==> src/rtl/fetch_queue.sv <==
// Instruction fetch front end: owns the PC, issues single-outstanding memory
// reads over req/ack, and buffers returned words in a DEPTH-entry FIFO for decode.
module fetch_queue #(
    parameter int               WIDTH    = 32,
    parameter int               DEPTH    = 4,
    parameter logic [WIDTH-1:0] RESET_PC = '0,
    parameter int               STEP     = 4
) (
    input  logic                       clk,
    input  logic                       rst_n,
    input  logic                       redirect,
    input  logic [WIDTH-1:0]           redirect_pc,
    output logic                       mem_req,
    output logic [WIDTH-1:0]           mem_addr,
    input  logic                       mem_ack,
    input  logic [WIDTH-1:0]           mem_rdata,
    output logic                       out_valid,
    input  logic                       out_ready,
    output logic [WIDTH-1:0]           out_ins,
    output logic [WIDTH-1:0]           out_pc,
    output logic [WIDTH-1:0]           out_pcp4,
    output logic [$clog2(DEPTH+1)-1:0] count
);

    localparam int               CW     = $clog2(DEPTH + 1);
    localparam int               PW     = $clog2(DEPTH);
    localparam logic [WIDTH-1:0] STEP_W = WIDTH'(STEP);

    typedef enum logic [1:0] {S_IDLE, S_WAIT, S_DROP} state_t;

    state_t           state;
    logic [WIDTH-1:0] fetch_pc;
    logic [PW-1:0]    rd_ptr;
    logic [PW-1:0]    wr_ptr;
    logic [WIDTH-1:0] ins_q [DEPTH];
    logic [WIDTH-1:0] pc_q  [DEPTH];

    logic             push;
    logic             pop;
    logic [CW-1:0]    cnt_after;
    logic             room;
    logic [WIDTH-1:0] pc_inc;

    function automatic logic [PW-1:0] next_ptr(input logic [PW-1:0] p);
        return (p == PW'(DEPTH - 1)) ? '0 : p + PW'(1);
    endfunction

    assign out_valid = (count != '0);
    assign pop       = out_valid & out_ready & ~redirect;
    assign push      = (state == S_WAIT) & mem_ack & ~redirect;
    assign pc_inc    = mem_addr + STEP_W;

    // Occupancy after this cycle's pop/push decides whether another read may launch,
    // which guarantees every acked word finds a free slot.
    always_comb begin
        cnt_after = count;
        if (push && !pop)
            cnt_after = count + CW'(1);
        else if (pop && !push)
            cnt_after = count - CW'(1);
    end

    assign room = (cnt_after < CW'(DEPTH));

    assign out_ins  = out_valid ? ins_q[rd_ptr] : '0;
    assign out_pc   = out_valid ? pc_q[rd_ptr] : '0;
    assign out_pcp4 = out_valid ? pc_q[rd_ptr] + STEP_W : '0;

    always_ff @(posedge clk) begin
        if (push) begin
            ins_q[wr_ptr] <= mem_rdata;
            pc_q[wr_ptr]  <= mem_addr;
        end
    end

    always_ff @(posedge clk or negedge rst_n) begin
        if (!rst_n) begin
            state    <= S_IDLE;
            mem_req  <= 1'b0;
            mem_addr <= RESET_PC;
            fetch_pc <= RESET_PC;
            count    <= '0;
            rd_ptr   <= '0;
            wr_ptr   <= '0;
        end else begin
            if (redirect) begin
                count    <= '0;
                rd_ptr   <= '0;
                wr_ptr   <= '0;
                fetch_pc <= redirect_pc;
            end else begin
                count <= cnt_after;
                if (push) begin
                    wr_ptr   <= next_ptr(wr_ptr);
                    fetch_pc <= pc_inc;
                end
                if (pop)
                    rd_ptr <= next_ptr(rd_ptr);
            end

            case (state)
                S_IDLE: begin
                    if (!redirect && room) begin
                        state    <= S_WAIT;
                        mem_req  <= 1'b1;
                        mem_addr <= fetch_pc;
                    end
                end
                S_WAIT: begin
                    if (mem_ack) begin
                        if (!redirect && room) begin
                            mem_addr <= pc_inc;
                        end else begin
                            state   <= S_IDLE;
                            mem_req <= 1'b0;
                        end
                    end else if (redirect) begin
                        state <= S_DROP;
                    end
                end
                S_DROP: begin
                    // The squashed read must still complete before a new one may issue.
                    if (mem_ack) begin
                        state   <= S_IDLE;
                        mem_req <= 1'b0;
                    end
                end
                default: begin
                    state   <= S_IDLE;
                    mem_req <= 1'b0;
                end
            endcase
        end
    end

endmodule

==> config.mk <==
export PLATFORM = sky130hd
export DESIGN_NAME = fetch_queue
export DESIGN_NICKNAME = d
export VERILOG_FILES = /design/src/rtl/fetch_queue.sv
export SDC_FILE = /design/constraint.sdc
export NUM_CORES = 1
export LEC_CHECK = 0
export CORE_MARGIN = 8
export CORE_UTILIZATION = 59
export CTS_CLUSTER_SIZE = 24
export DETAILED_ROUTE_END_ITERATION = 16
export GPL_ROUTABILITY_DRIVEN = 0
export MAX_ROUTING_LAYER = met4
export PLACE_DENSITY = 0.85
export SYNTH_ARGS = -nofsm -noshare
export SYNTH_HDL_FRONTEND = slang
export SYNTH_SLANG_ARGS = --single-unit
export TNS_END_PERCENT = 1
==> constraint.sdc <==
create_clock -name clk -period 14.8 [get_ports clk]
set_input_delay 3.7 -clock clk [delete_from_list [all_inputs] [get_ports clk]]
set_output_delay 3.7 -clock clk [all_outputs]
set_load 0.02 [all_outputs]
==> results of run 1 <==
## synthesized netlist by cell type, types with 6 or more instances
master / count
nand2_1: 66
a211oi_1: 8
nand4_1: 15
edfxtp_1: 256
nor2_1: 73
mux2i_1: 29
nor3_1: 13
dfrtp_1: 74
mux4_1: 12
mux4_2: 52
o21ai_0: 53
and2_1: 69
and4_1: 6
nand3_1: 21
buf_2: 7
a21oi_1: 37
clkbuf_1: 41
xor2_1: 22
o22a_1: 9
ha_1: 10
inv_1: 16
xnor2_1: 29
## worst max-delay path, cell delays in order, from the launching register on
cell	delay, ns
dfrtp_4	0.76
buf_4	0.71
mux4_2	0.43
nand2_1	0.13
nor4_4	0.41
nand3_2	0.15
or3_1	0.39
a21oi_1	0.15
clkdlybuf4s50_1	0.63
## kinds of logic (layout without fill, tap and decap cells)
group / after synthesis / after routing / share of synthesized area (%)
buf+inv: 74 / 295 / 2.56
mux: 95 / 95 / 12.2
simple gates: 305 / 305 / 11.1
other cells: 0 / 1 / 0
compound gates: 136 / 136 / 5.43
flops: 330 / 330 / 64.8
fa+ha+maj: 10 / 10 / 0.850
xor+xnor: 51 / 51 / 3.03
## cell usage in the layout, fill, tap and decap left out, drive strengths merged, types with 13 or more instances in the layout
cell           instances
a21oi                 37
nor2                  74
o21ai                 53
clkbuf                37
nand4                 18
and2                  70
xnor2                 29
inv                   17
mux2i                 29
buf                   22
xor2                  22
clkdlybuf4s50        199
nand2                 66
nand3                 23
dfrtp                 74
mux4                  64
edfxtp               256
nor3                  13
## metrics by stage
stage | hold WS [ns] | power (mW) | utilization (%) | setup slack, ns | std cells
floorplan | 0.480 | 2.02 | - | 5.32 | 1001
global placement | 0.487 | 2.54 | 68.5 | 7.35 | 1494
detailed placement | 0.509 | 2.57 | 68.5 | 7.28 | 1494
CTS | 0.522 | 3.36 | 72.6 | 6.70 | 1552
global route | 0.555 | 3.49 | 72.6 | 6.48 | 1553
finish | 0.527 | 3.34 | 72.6 | 6.80 | 1553
## area by class of cell
cell class                 instances  area (sq um)
sequential                       330          9540
fill                            1566          6800
multi-input combinational        597          4830
timing repair buffer             221          2150
clock buffer                      37           798
tap                              330           413
clock inverter                    21           215
inverter                          16          60.1
antenna                            1          2.50
## layer usage
| metal | vias up | global-route usage, % | wire [um] | share of wire [%] |
|---|---|---|---|---|
| met4 | 0 | 5.66 | 674 | 2.0 |
| met2 | 384 | 36.4 | 16700 | 49 |
| li1 | 4184 | - | - | - |
| met3 | 52 | 3.41 | 2300 | 6.8 |
| met1 | 4596 | 29.8 | 14400 | 42 |
| met5 | - | - | 0 | 0 |
## how the worst min path moves through the flow
stage | endpoint | from | depth (start not counted) | slack [ns]
global route | mem_addr[0] | fetch_pc[0] | 1 | 0.55
finish | mem_addr[0] | fetch_pc[0] | 1 | 0.53
floorplan | mem_addr[0] | fetch_pc[0] | 1 | 0.48
CTS | mem_addr[0] | fetch_pc[0] | 1 | 0.52
detailed placement | mem_addr[0] | fetch_pc[0] | 1 | 0.51
global placement | mem_addr[0] | fetch_pc[0] | 1 | 0.49
## sequential cells by signal, summed over array words and instances, names as in the netlist
register,flops
ins_q,128
count,3
mem_addr,32
rd_ptr,2
fetch_pc,32
pc_q,128
state,2
mem_req,1
wr_ptr,2
## power by group
part	switching (mW)	leakage (nW)	total [mW]	internal (mW)
Combinational	0.677	2.46	1.25	0.576
Clock	0.331	0.484	0.786	0.455
Sequential	0.167	3.22	1.30	1.13
Total	1.18	6.17	3.34	2.16
==> results by group, run 1 <==
Outcome
  • Status: finished clean

Floorplan
  • Starting Density: 59.3%
  • Ports: 202
  • Die ar.: 30300 sq um
  • Die X: 174 um
  • Std-Cell Rows: 58
  • Core Area: 24800 sq um
  • Die height: 174 um

Synth
  • Synthesized cell area: 14700 sq um
  • Post-synth EDFFs: 256
  • Register bit total from synthesis: 330
  • Yosys top cell area share: 52.2%
  • Asr flop ratio synth: 22.4%
  • Sequential fraction of the synthesis area: 64.8%
  • Leading post-synthesis cells by cell area: edfxtp_1, dfrtp_1, mux4_2
  • Synth Instances: 1001
  • Yosys warns: 0
  • Leading area contributor after synthesis: edfxtp_1
  • Predominant post-synthesis flop cell: edfxtp_1
  • Cell variety after synth: 61
  • Mean post-synth cell area: 14.7 sq um
  • Post-Syn Nets: 1080

Routing
  • Vias/cell: 5.93
  • Routed WL: 34.0 mm
  • Iteration-0 DRC Markers: 934
  • DR pass1 iterations: 5
  • Routed wire per std cell: 21.9 um
  • Routed Antenna Nets: 0
  • Via Count: 9216
  • DRC viols: 0

STA
  • Setup violations, final: 0
  • Fin. Hold Viols: 0
  • Final period util: 54.1%
  • Max Clk Rate: 0.125 GHz
  • Fin. max-slew vios: 0
  • Setup tns final: 0 ns
  • Minimum clock period: 8.01 ns
  • Slew @ Worst Pin: 0.969 ns
  • RSZ-0062 raised after global routing: no
  • Skew final: 0.0133 ns
  • Slew HR: 35.4%

GRT
  • Vias in the first global route: 9393
  • Global-route usage over all layers: 22.5%
  • Total global routing overflow: 0
  • First-pass GRT wire length: 52.7 mm
  • Initial antenna violation count: 1
  • Largest net degree at the start of global routing: 78

Pwr
  • Peak supply drop: 0.114 mV
  • Power Density: 185 nW/um^2
  • Pleak: 6.17 nW

Run
  • Max-cap check violation count: 0

Critical path
  • Critical Setup Path Class: flop to output pin
  • R2R Setup Slk: 11.13 ns
  • CP Capture Point: out_pcp4[31]
  • Worst reg-to-reg path cell count: 11
  • R2r startpoint: count[1]
  • Data arrival time of the critical path: 4.30 ns
  • Maximum fanout along the worst path: 41
  • R2R Path End: mem_addr[2]
  • Worst setup EP type: output pin
  • Critical Path Source Type: flop
  • Critical Path RT: 11.10 ns
  • Critical path origin: rd_ptr[0]

Clock tree
  • CTS buffer count: 31
  • Worst skew pair latency: 0.56 ns
  • Max Buffers Root-to-Sink: 3
  • CTS tree: done
  • Root Driver: clkbuf_16
  • Post-CTS resize count: 0
  • Reg clk slew, reported paths: 0.06 ns
  • H-tree levels: 1
  • Clock net sink count: 330
  • Hold-fix buffers, CTS: 0
  • Post CTS Setup Buffer Count: 0

Final layout
  • Layout cells sized above 1: 11.9%
  • Final net count: 1276
  • Area growth syn-to-layout: 22.4%
  • Finished layout cell area: 18000 sq um

Hold path
  • Hold crit path type: flop to flop

Placed design
  • Post-DP Area: 17000 sq um
  • Post-DP HPWL: 21.9 mm
  • Number of buffers added on ports: 201
(Power assumes the default switching activity.)
==> run 2: changes to the inputs <==
Settings changed: CORE_UTILIZATION 59 to 55, PLACE_DENSITY 0.85 to 0.8.
Clock period 14.8 ns to 7.6 ns, I/O delays scaled along.
==> run 2 against run 1 <==
Net effect:
- cell count rose by 0.32%
- via count is 1.5% lower
- design area about the same
- first-iteration DRC count fell by 20%
- critical path type unchanged
- largest power group unchanged
==> results by group, run 2 (synthesis gave the netlist of run 1 again) <==
Clock tree
  • Post CTS Setup Buffer Count: 0
  • Reg clk slew, reported paths: 0.06 ns
  • CTS buffer count: 31
  • H-tree levels: 1
  • CTS tree: done
  • Post-CTS resize count: 0
  • Hold-fix buffers, CTS: 0
  • Clock net sink count: 330
  • Max Buffers Root-to-Sink: 3
  • Worst skew pair latency: 0.55 ns
  • Root Driver: clkbuf_16

Final layout
  • Most frequent cells in the layout: edfxtp_1, clkdlybuf4s50_1, nor2_1
  • Area growth syn-to-layout: 22.4%
  • Final std cells w/o fill: 1558
  • Largest regs: ins_q x128, pc_q x128
  • Final Util: 67.6%
  • Layout cells sized above 1: 12.0%
  • ANT cells: 0
  • Commonest non-fill, non-tap cell in the layout: edfxtp_1
  • Final net count: 1272

Routing
  • DRC viols: 0
  • DR pass1 iterations: 6
  • Iteration-0 DRC Markers: 744
  • Routed WL: 32.9 mm
  • Routed Antenna Nets: 0
  • Vias/cell: 5.83
  • Via Count: 9079
  • Routed wire per std cell: 21.1 um

STA
  • Minimum clock period: 5.85 ns
  • Slew @ Worst Pin: 1.00 ns
  • Final period util: 77.0%
  • Max Clk Rate: 0.171 GHz
  • Fin. max-slew vios: 0
  • Setup violations, final: 0
  • RSZ-0062 raised after global routing: no
  • Fin. Hold Viols: 0
  • Slew HR: 32.9%
  • Skew final: 0.0143 ns

Critical path
  • Critical Setup Path Class: flop to output pin
  • Worst setup EP type: output pin
  • Data arrival time of the critical path: 3.95 ns
  • Maximum fanout along the worst path: 34
  • R2R Setup Slk: 3.89 ns
  • R2R Path End: mem_addr[2]
  • Worst reg-to-reg path cell count: 11
  • R2r startpoint: count[1]
  • Critical Path Source Type: flop
  • Critical Path RT: 5.70 ns

Floorplan
  • Die X: 180 um
  • Std-Cell Rows: 60
  • Ports: 202
  • Starting Density: 55.3%
  • Core Area: 26700 sq um
  • Die ar.: 32300 sq um
  • Die height: 180 um

Hold path
  • Worst Hold Launch: fetch_pc[1]
  • Hold crit path type: flop to flop
  • Hold Crit Endpoint: mem_addr[1]
  • Hold Crit Depth: 1

Pwr
  • Peak supply drop: 0.238 mV
  • Total Power: 6.49 mW
  • Pleak: 6.16 nW
  • Power Density: 360 nW/um^2

GRT
  • Initial antenna violation count: 0
  • Vias in the first global route: 9106
  • Largest net degree at the start of global routing: 75
  • First-pass GRT wire length: 51.6 mm
  • Global-route usage over all layers: 20.4%
  • Total global routing overflow: 0

Placed design
  • Placed instance count: 1501
  • Post-DP HPWL: 21.3 mm
  • Number of buffers added on ports: 201

Run
  • Max-cap check violation count: 0

Outcome
  • Status: finished clean
==> run 2: cell types whose count changed in the layout (fill, tap and decap cells not counted), sizes merged <==
cell,delta
bufinv,-1
clkbuf,+4
buf,-4
inv,-1
clkinv,-3
diode,-1
==> run 2: how the worst max path moves through the flow <==
stage,end,start,slack [ns]
global route,out_pcp4[18],rd_ptr[0],1.59
detailed placement,out_pcp4[16],rd_ptr[0],2.26
global placement,out_pcp4[18],rd_ptr[0],2.35
CTS,out_pcp4[16],rd_ptr[0],1.68
floorplan,ins_q[0][0],mem_ack,-0.08
finish,out_pcp4[16],rd_ptr[0],1.75
==> run 2: report_power, final <==
| part | internal, mW | switching [mW] |
|---|---|---|
| Clock | 0.900 | 0.635 |
| Combinational | 1.12 | 1.30 |
| Sequential | 2.21 | 0.337 |
==> run 2: critical path, cell delays in order, from the launching register on <==
cell and delay [ns]:
dfrtp_4 0.83, mux4_2 0.40, ha_1 0.22, nand2_1 0.13, nor4_2 0.71, nand2_1 0.17
xor2_1 0.18, nor2_1 0.11, clkdlybuf4s50_1 0.62
==> run 2: metal layers <==
| layer | GRT usage [%] | share of wire [%] | up-vias |
|---|---|---|---|
| met3 | 3.55 | 7.3 | 39 |
| met1 | 28.4 | 44 | 4484 |
| li1 | - | - | 4183 |
| met2 | 31.7 | 48 | 373 |
| met4 | 3.80 | 1.3 | 0 |
| met5 | - | 0 | - |
==> run 2: area by class of cell <==
type / instances / area [sq um]
Inverter: 16 / 60.1
Multi-Input combinational cell: 597 / 4830
Clock buffer: 41 / 863
Timing Repair Buffer: 217 / 2120
Tap cell: 341 / 427
Sequential cell: 330 / 9540
Fill cell: 1768 / 8630
Clock inverter: 16 / 170
==> run 2: stage by stage <==
| stage | setup TNS (ns) | area (sq um) | setup WS (ns) | hold WS [ns] |
|---|---|---|---|---|
| 3_5_place_dp | 0 | 17000 | 2.26 | 0.505 |
| 5_1_grt | 0 | 18000 | 1.59 | 0.536 |
| 4_1_cts | 0 | 18000 | 1.68 | 0.520 |
| 3_3_place_gp | 0 | 17000 | 2.35 | 0.486 |
| 2_1_floorplan | -18.73 | 14700 | -0.0781 | 0.480 |
| 6_report | 0 | 18000 | 1.75 | 0.518 |
==> run 3: changes to the inputs <==
Settings changed: CORE_UTILIZATION 55 to 50, PLACE_DENSITY 0.8 to 0.77.
Clock period 7.6 ns to 5.1 ns, I/O delays scaled along.
==> run 3 against run 2 <==
Net effect:
- worst hold slack worse by 0.0025 ns
- die area grew 9.1%
- sequential share of layout area fell by 0.55 points
- critical path depth decreased by 1
- count of clock-buffer cells in the layout up 6
- global-route usage fell by 0.97 points
- routed wire length up 2.9%
- clock power up 52%
- sequential power increased by 48%
- via count down 0.64%
- design area rose by 1.0%
- highest routed layer unchanged
==> results by group, run 3 (synthesis gave the netlist of run 1 again) <==
Floorplan
  • Die X: 188 um
  • Core Area: 29300 sq um
  • Die ar.: 35200 sq um
  • Ports: 202
  • Starting Density: 50.2%
  • Die height: 188 um
  • Std-Cell Rows: 63

STA
  • Setup tns final: 0 ns
  • Max Clk Rate: 0.203 GHz
  • Fin. Hold Viols: 0
  • Slew @ Worst Pin: 0.950 ns
  • Slew HR: 36.4%
  • Setup violations, final: 0
  • Minimum clock period: 4.92 ns
  • Fin. max-slew vios: 0
  • Skew final: 0.0139 ns
  • RSZ-0062 raised after global routing: yes
  • Setup WS post-layout: 0.181 ns
  • Final period util: 96.5%

GRT
  • Initial antenna violation count: 0
  • Largest net degree at the start of global routing: 75
  • Vias in the first global route: 9250
  • Total global routing overflow: 0
  • First-pass GRT wire length: 52.8 mm
  • Global-route usage over all layers: 19.4%

Final layout
  • Final Util: 62.1%
  • Finished layout cell area: 18200 sq um
  • ANT cells: 0
  • Layout cells sized above 1: 12.2%
  • Final std cells w/o fill: 1616
  • Most frequent cells in the layout: edfxtp_1, clkdlybuf4s50_1, nor2_1, dfrtp_1, and2_1
  • Final net count: 1281
  • Commonest non-fill, non-tap cell in the layout: edfxtp_1
  • Area growth syn-to-layout: 23.6%
  • Largest regs: ins_q x128, pc_q x128
  • Fill count: 2198

Routing
  • Vias/cell: 5.58
  • Routed WL: 33.9 mm
  • DR pass1 iterations: 5
  • Routed Antenna Nets: 0
  • Via Count: 9021
  • Routed wire per std cell: 20.9 um
  • Iteration-0 DRC Markers: 504
  • DRC viols: 0

Critical path
  • Worst setup EP type: output pin
  • Top Family by Delay on Critical Path: simple AND/OR/NAND/NOR gates
  • Critical Path, Cell by Cell: mux4_1 -> nand4_2 -> nor4_4 -> nand4_1 -> xor2_1 -> nor2_1 -> clkdlybuf4s50_1
  • Critical Path RT: 3.83 ns
  • Data arrival time of the critical path: 3.64 ns
  • Maximum fanout along the worst path: 26
  • Bufs and invs on worst path: 1
  • CP max stage cell: dfrtp_4
  • Largest stage delay, worst path: 0.66 ns
  • Critical Setup Path Class: flop to output pin
  • Critical Path Source Type: flop

Placed design
  • Number of buffers added on ports: 201
  • Placed instance count: 1556
  • Post-DP HPWL: 21.9 mm
  • Pre-CTS setup slack: 0.516 ns
  • Post-DP Area: 17100 sq um

Pwr
  • Power Density: 537 nW/um^2
  • Pleak: 6.22 nW
  • Peak supply drop: 0.301 mV

Clock tree
  • Clock net sink count: 330
  • Reg clk slew, reported paths: 0.06 ns
  • Post CTS Setup Buffer Count: 0
  • Worst skew pair latency: 0.51 ns
  • H-tree levels: 2
  • Hold-fix buffers, CTS: 0
  • Root Driver: clkbuf_16
  • CTS buffer count: 34
  • Max Buffers Root-to-Sink: 3
  • CTS tree: done

Hold path
  • Hold crit path type: flop to flop

Outcome
  • Status: finished clean

Run
  • Max-cap check violation count: 0
## run 3: cell count changes in the layout (fill, tap and decap cells not counted), moves of 3 or more
cell / delta
clkbuf_8: -5
buf_4: +3
clkbuf_16: +3
clkinv_2: -3
buf_12: +4
clkbuf_1: +7
## run 3: cell type report
type | count | area, sq um | area share (%)
inverter | 16 | 60.1 | 0.330
clock inverter | 13 | 138 | 0.756
clock buffer | 47 | 903 | 4.96
tap | 390 | 488 | 2.68
multi-input combinational | 597 | 4850 | 26.7
sequential | 330 | 9540 | 52.4
timing repair buffer | 223 | 2220 | 12.2
## run 3: where the power goes
group          internal (mW)  switching, mW  leakage, nW  total [mW]
Combinational           1.70           1.97         2.50        3.67
Sequential              3.29          0.492         3.22        3.78
Clock                   1.35          0.971        0.495        2.32
## run 3: layer usage
layer	part of all wire (%)	vias to the layer above	GRT usage (%)
met5	0	-	-
met4	2.1	0	5.45
met3	6.9	48	3.79
met2	48	315	30.4
met1	43	4479	25.8
li1	-	4179	-
## run 3: final timing paths
| check | from | endpoint | slack, ns | cells past startpoint |
|---|---|---|---|---|
| setup / recovery | rd_ptr[0] | out_pcp4[18] | 0.18 | 7 |
| hold / removal | fetch_pc[0] | mem_addr[0] | 0.52 | 1 |
| setup reg to reg | count[0] | mem_addr[2] | 1.44 | 11 |
| hold reg to reg | fetch_pc[0] | mem_addr[0] | 0.52 | 1 |
| max in group asynchronous | rst_n | rd_ptr[0] | 3.46 | 1 |
| min in group asynchronous | rst_n | fetch_pc[12] | 0.91 | 1 |
## run 3: repair_timing
item | in CTS | in global routing
endpoints found under the setup margin | 1 | 5
hold endpoints to repair | 0 | 0
gates resized for setup | 1 | 4
## run 3: per-stage QoR
stage,hold slack (ns),power [mW]
6_report,0.515,9.78
5_1_grt,0.535,10.2
4_1_cts,0.519,9.86
3_5_place_dp,0.505,7.52
3_3_place_gp,0.485,7.45
2_1_floorplan,0.480,5.87
